<file path="src/rtl/reg_wb_arbiter.sv">
// reg_wb_arbiter: writeback arbiter for the register-file write port (r3_*).
// Merges ALU results (one per cycle, no backpressure) with memory results
// (valid/ready, buffered in a DEPTH-entry FIFO). ALU results always win the
// port. A starve counter raises alu_hold when the FIFO stays full too long.
// Optional feature macro: WB_MEM_BYPASS_EN. When it is defined, a memory beat
// that arrives while the FIFO is empty and no ALU beat is present goes straight
// to the output register.
//
// Handshake: a memory beat transfers on every rising edge where
// mem_valid && mem_ready. mem_ready depends only on the registered FIFO count,
// never on mem_valid. The source holds mem_addr/mem_data stable until the
// transfer. Beats to register 0 transfer but are discarded.
module reg_wb_arbiter #(
    parameter int DEPTH  = 2,
    parameter int STARVE = 4
) (
    input  logic        clk,
    input  logic        rst,
    input  logic        alu_valid,
    input  logic [4:0]  alu_addr,
    input  logic [31:0] alu_data,
    output logic        alu_hold,
    input  logic        mem_valid,
    input  logic [4:0]  mem_addr,
    input  logic [31:0] mem_data,
    output logic        mem_ready,
    input  logic [4:0]  rd1_addr,
    input  logic [4:0]  rd2_addr,
    output logic        rd1_pending,
    output logic        rd2_pending,
    output logic [4:0]  r3_addr,
    output logic [31:0] r3_din,
    output logic        r3_wr
);

    localparam int AW = (DEPTH > 1) ? $clog2(DEPTH) : 1;
    localparam int CW = $clog2(DEPTH + 1);
    localparam logic [CW-1:0] DEPTH_C  = CW'(DEPTH);
    localparam logic [3:0]    STARVE_C = 4'(STARVE);

    logic [4:0]       fifo_addr [DEPTH];
    logic [31:0]      fifo_data [DEPTH];
    logic [DEPTH-1:0] fifo_vld;
    logic [AW-1:0]    wr_ptr;
    logic [AW-1:0]    rd_ptr;
    logic [CW-1:0]    count;
    logic [3:0]       starve_cnt;

    logic alu_win;
    logic mem_acc;
    logic mem_nz;
    logic fifo_full;
    logic fifo_empty;
    logic bypass;
    logic push;
    logic pop;
    logic hit1;
    logic hit2;

    assign alu_win    = alu_valid && (alu_addr != 5'd0);
    assign fifo_full  = (count == DEPTH_C);
    assign fifo_empty = (count == '0);
    assign mem_ready  = (count < DEPTH_C);
    assign mem_acc    = mem_valid && mem_ready;
    assign mem_nz     = (mem_addr != 5'd0);

`ifdef WB_MEM_BYPASS_EN
    assign bypass = mem_acc && mem_nz && fifo_empty && !alu_win;
`else
    assign bypass = 1'b0;
`endif

    // A bypassed beat never touches the FIFO; ALU always has priority over a pop.
    assign push = mem_acc && mem_nz && !bypass;
    assign pop  = !alu_win && !fifo_empty;

    // FIFO payload storage; contents are qualified by fifo_vld, so no reset.
    always_ff @(posedge clk) begin
        if (push) begin
            fifo_addr[wr_ptr] <= mem_addr;
            fifo_data[wr_ptr] <= mem_data;
        end
    end

    // FIFO pointers, occupancy count and per-slot valid bits.
    always_ff @(posedge clk) begin
        if (rst) begin
            wr_ptr   <= '0;
            rd_ptr   <= '0;
            count    <= '0;
            fifo_vld <= '0;
        end else begin
            if (push) begin
                wr_ptr           <= wr_ptr + AW'(1);
                fifo_vld[wr_ptr] <= 1'b1;
            end
            if (pop) begin
                rd_ptr           <= rd_ptr + AW'(1);
                fifo_vld[rd_ptr] <= 1'b0;
            end
            case ({push, pop})
                2'b10:   count <= count + CW'(1);
                2'b01:   count <= count - CW'(1);
                default: count <= count;
            endcase
        end
    end

    // Output register: ALU beat, then FIFO head, then bypassed memory beat.
    always_ff @(posedge clk) begin
        if (rst) begin
            r3_wr   <= 1'b0;
            r3_addr <= 5'd0;
            r3_din  <= 32'd0;
        end else if (alu_win) begin
            r3_wr   <= 1'b1;
            r3_addr <= alu_addr;
            r3_din  <= alu_data;
        end else if (pop) begin
            r3_wr   <= 1'b1;
            r3_addr <= fifo_addr[rd_ptr];
            r3_din  <= fifo_data[rd_ptr];
        end else if (bypass) begin
            r3_wr   <= 1'b1;
            r3_addr <= mem_addr;
            r3_din  <= mem_data;
        end else begin
            r3_wr   <= 1'b0;
        end
    end

    // Starve counter: counts full-FIFO cycles lost to ALU beats, saturating.
    always_ff @(posedge clk) begin
        if (rst) begin
            starve_cnt <= 4'd0;
        end else if (pop || !fifo_full) begin
            starve_cnt <= 4'd0;
        end else if (alu_win && (starve_cnt != STARVE_C)) begin
            starve_cnt <= starve_cnt + 4'd1;
        end
    end

    // ALU hold: raised once the counter sits at STARVE, dropped once the FIFO has room.
    always_ff @(posedge clk) begin
        if (rst) begin
            alu_hold <= 1'b0;
        end else if (starve_cnt == STARVE_C) begin
            alu_hold <= 1'b1;
        end else if (!fifo_full) begin
            alu_hold <= 1'b0;
        end
    end

    // Hazard lookup: any buffered entry or the in-flight write targeting a read address.
    always_comb begin
        hit1 = 1'b0;
        hit2 = 1'b0;
        for (int i = 0; i < DEPTH; i++) begin
            if (fifo_vld[i] && (fifo_addr[i] == rd1_addr)) hit1 = 1'b1;
            if (fifo_vld[i] && (fifo_addr[i] == rd2_addr)) hit2 = 1'b1;
        end
        if (r3_wr && (r3_addr == rd1_addr)) hit1 = 1'b1;
        if (r3_wr && (r3_addr == rd2_addr)) hit2 = 1'b1;
    end

    assign rd1_pending = (rd1_addr != 5'd0) && hit1;
    assign rd2_pending = (rd2_addr != 5'd0) && hit2;

endmodule
</file>
<file path="config.mk">
export PLATFORM = sky130hd
export DESIGN_NAME = reg_wb_arbiter
export DESIGN_NICKNAME = d
export VERILOG_FILES = /design/src/rtl/reg_wb_arbiter.sv
export SDC_FILE = /design/constraint.sdc
export NUM_CORES = 1
export LEC_CHECK = 0
export ABC_CLOCK_PERIOD_IN_PS = 5200
export CORE_MARGIN = 1
export CORE_UTILIZATION = 44
export DETAILED_ROUTE_END_ITERATION = 7
export PLACE_DENSITY = 0.75
export SETUP_SLACK_MARGIN = 0.2
export SLEW_MARGIN = 0
export SYNTH_ARGS = -nofsm -noshare
export SYNTH_HDL_FRONTEND = slang
export SYNTH_SLANG_ARGS = --single-unit
</file>
<file path="constraint.sdc">
create_clock -name clk -period 5.2 [get_ports clk]
set_input_delay 1.56 -clock clk [delete_from_list [all_inputs] [get_ports clk]]
set_output_delay 1.56 -clock clk [all_outputs]
set_load 0.05 [all_outputs]
</file>
==> metrics <==
status=completed; max_cap viols=0; Die Area=0.01214 mm²; CP endpoint kind=primary output; Setup TNS Final=0 ps; ANT cells=0; area added between synthesis and finish=39.30%; die outline width=110.2 µm; mean post-synth cell area=11.83 µm²; RSZ-0062 raised after global routing=no; GR Overflow Total=0; Initial Util=45.08%; Syn Inst Count=435; DPL Wire Length=7867 µm; FF+latch count, synth=124; fin crit share=91.95%; vias in the first global route=3883; Leak Pwr=0.002482 µW; reg2reg setup slack=3060 ps; CTS root buffer=clkbuf_16; Max Root-Sink Buffers=2; CORE AREA=0.01142 mm²; # rows=39; placed cell count=686; number of nets in the layout=653; RR Startpoint=count[1]; share of layout cells above drive strength 1=7.478%; Warnings, synthesis=0; Fmax=209.1 MHz; Mapped Area=0.005147 mm²; Ports=130; first-pass GRT wire length=18980 µm; net count after synthesis=526; Synth cell types=31; Final ANT Viol Nets=0; TritonCTS clock tree=yes; Max VDD drop=0.3040 mV; sequential fraction of the synthesis area=62.62%; Final Non-Filler Cells=718; gpl congestion=0.7790; post-layout min period=4781 ps; Num Clock Sinks=124; slew margin rel.=27.77%; Clock transition at path regs=50 ps; critical path class=input port to primary output; CTS Buf Count=17; R2R Path End=fifo_data[1][1]; post-CTS sizing=0; H-tree Lvls=4; # port buffers=129; largest net degree at the start of global routing=48; wirelength, routed=12070 µm; final setup vio count=0; WL/cell=16.82 µm; max-slew violation count=0; Worst Skew=7.478 ps; actual slew at the worst max-slew pin=1079 ps; Worst Hold Depth=1; worst-path maximum fanout=4; HP Class=flip-flop to flip-flop; hold path start=rd_ptr; Hold Violations, Final=0; Worst setup SP type=input port; vias=3828; Req. time, crit path=3640 ps; WHS Endpoint=fifo_vld[1]; initial antenna violation count=0; DRT Pass-1 Iters=4; vias per cell=5.331; initial drt markers=270; Die Height=110.2 µm; worst r2r path cells=3; later-pin clock latency in the skew report=400 ps; Total Routing Usage GR=21.10%; CP arrival=3220 ps; Post-CTS Hold Fix Bufs=0; PD cells=499.0 mW/mm²; post-CTS setup buffers=0; DRC Markers=0
[cell families (layout without fill, tap and decap cells)]
family / after synthesis / in the layout / share of synthesized area (%)
and+or+nand+nor: 112 / 112 / 9.504
buffers and inverters: 30 / 170 / 2.674
muxes: 38 / 38 / 7.389
adders and majority gates: 3 / 3 / 0.7293
DFF: 124 / 124 / 62.62
xor gates and xnor gates: 34 / 34 / 5.785
AOI/OAI and AO/OA: 94 / 94 / 11.30
[worst max-delay path by stage]
stage | from | end | slack (ps) | cells after the start
final | rd2_addr[0] | rd2_pending | 420 | 6
after global routing | rd2_addr[0] | rd2_pending | 280 | 6
after CTS | rd2_addr[0] | rd2_pending | 450 | 6
after detailed placement | rd2_addr[0] | rd2_pending | 460 | 6
after global placement | rd2_addr[1] | rd2_pending | 530 | 6
after floorplan | mem_addr[3] | fifo_addr[0][0] | 220 | 2
[registers in the layout (all words and copies together), names as in the netlist, named ones only]
register	flops
fifo_data	64
alu_hold	1
starve_cnt	4
count	2
r3_addr	5
fifo_addr	10
rd_ptr	1
r3_wr	1
r3_din	32
fifo_vld	2
wr_ptr	1
[Yosys cell counts]
| library cell | number | area, µm² |
|---|---|---|
| edfxtp_1 | 74 | 2222 |
| o21ai_2 | 1 | 8.760 |
| buf_1 | 2 | 7.510 |
| or4_1 | 3 | 22.52 |
| mux2i_1 | 38 | 380.4 |
| inv_1 | 5 | 18.77 |
| and2_1 | 3 | 18.77 |
| nor4_1 | 7 | 43.79 |
| o21a_1 | 1 | 7.510 |
| buf_4 | 3 | 22.52 |
| nand3_1 | 4 | 20.02 |
| nor3_1 | 2 | 10.01 |
| or4_4 | 1 | 11.26 |
| nand3b_1 | 2 | 15.01 |
| or3_1 | 2 | 12.51 |
| ha_1 | 3 | 37.54 |
| nand2_1 | 74 | 277.8 |
| dfxtp_1 | 50 | 1001 |
| xor2_1 | 25 | 219.0 |
| a21oi_1 | 48 | 240.2 |
| o211ai_1 | 37 | 277.8 |
| buf_6 | 1 | 11.26 |
| xnor2_1 | 9 | 78.83 |
| or2_2 | 1 | 6.260 |
| buf_2 | 5 | 25.02 |
| a32oi_1 | 2 | 17.52 |
| clkbuf_1 | 14 | 52.55 |
| a211oi_1 | 2 | 15.01 |
| nor2_1 | 12 | 45.04 |
| nand2b_1 | 1 | 6.260 |
| o21ai_0 | 3 | 15.01 |
[cell type report]
cell class / count / area, µm²
inverter: 5 / 18.77
clock inverter: 11 / 143.9
multi-input combinational: 281 / 1808
tap: 143 / 178.9
fill: 924 / 4248
timing repair buffer: 133 / 1336
clock buffer: 21 / 460.4
sequential: 124 / 3224
[critical path, stage by stage]
cell	delay, ps
clkdlybuf4s50_1	520
xor2_1	190
nor4_1	340
nand3_1	130
a21oi_1	300
buf_12	180
[where the power goes]
part,switching [µW],internal (µW),total (µW)
Sequential,115,1240,1360
Combinational,649,392,1040
Clock,401,776,1180
Total,1170,2410,3580
[per-layer routing]
layer	routed length [µm]	vias to the layer above	global-route usage, %
met2	6131	129	36.83
met4	242	0	9.211
met5	0	-	0
met3	719	27	6.467
li1	-	1844	-
met1	4980	1828	23.77
[metrics by stage]
stage / hold WS [ps] / cell area, µm² / util [%] / total power [µW] / worst slack (ps)
6_report: 492.6 / 7171 / 62.80 / 3578 / 418.7
2_1_floorplan: 447.8 / 5147 / - / 2074 / 224.8
5_1_grt: 510.3 / 7171 / 62.80 / 3757 / 276.7
3_5_place_dp: 479.4 / 6566 / 57.51 / 2422 / 462.7
4_1_cts: 485.9 / 7171 / 62.80 / 3614 / 453.7
3_3_place_gp: 467.4 / 6566 / 57.51 / 2402 / 526.6
[placed cells by master (no fill, tap or decap), types with 4 or more instances in the layout]
| cell type | instances |
|---|---|
| nor4_1 | 7 |
| nand2_1 | 74 |
| buf_4 | 4 |
| dfxtp_1 | 49 |
| o211ai_1 | 37 |
| xor2_1 | 25 |
| inv_1 | 5 |
| xnor2_1 | 9 |
| mux2i_1 | 38 |
| nand3_1 | 4 |
| clkinvlp_4 | 4 |
| nor2_1 | 12 |
| clkdlybuf4s50_1 | 126 |
| a21oi_1 | 48 |
| edfxtp_1 | 74 |
| clkbuf_16 | 17 |
No activity file was read; power rests on OpenSTA's default activity.
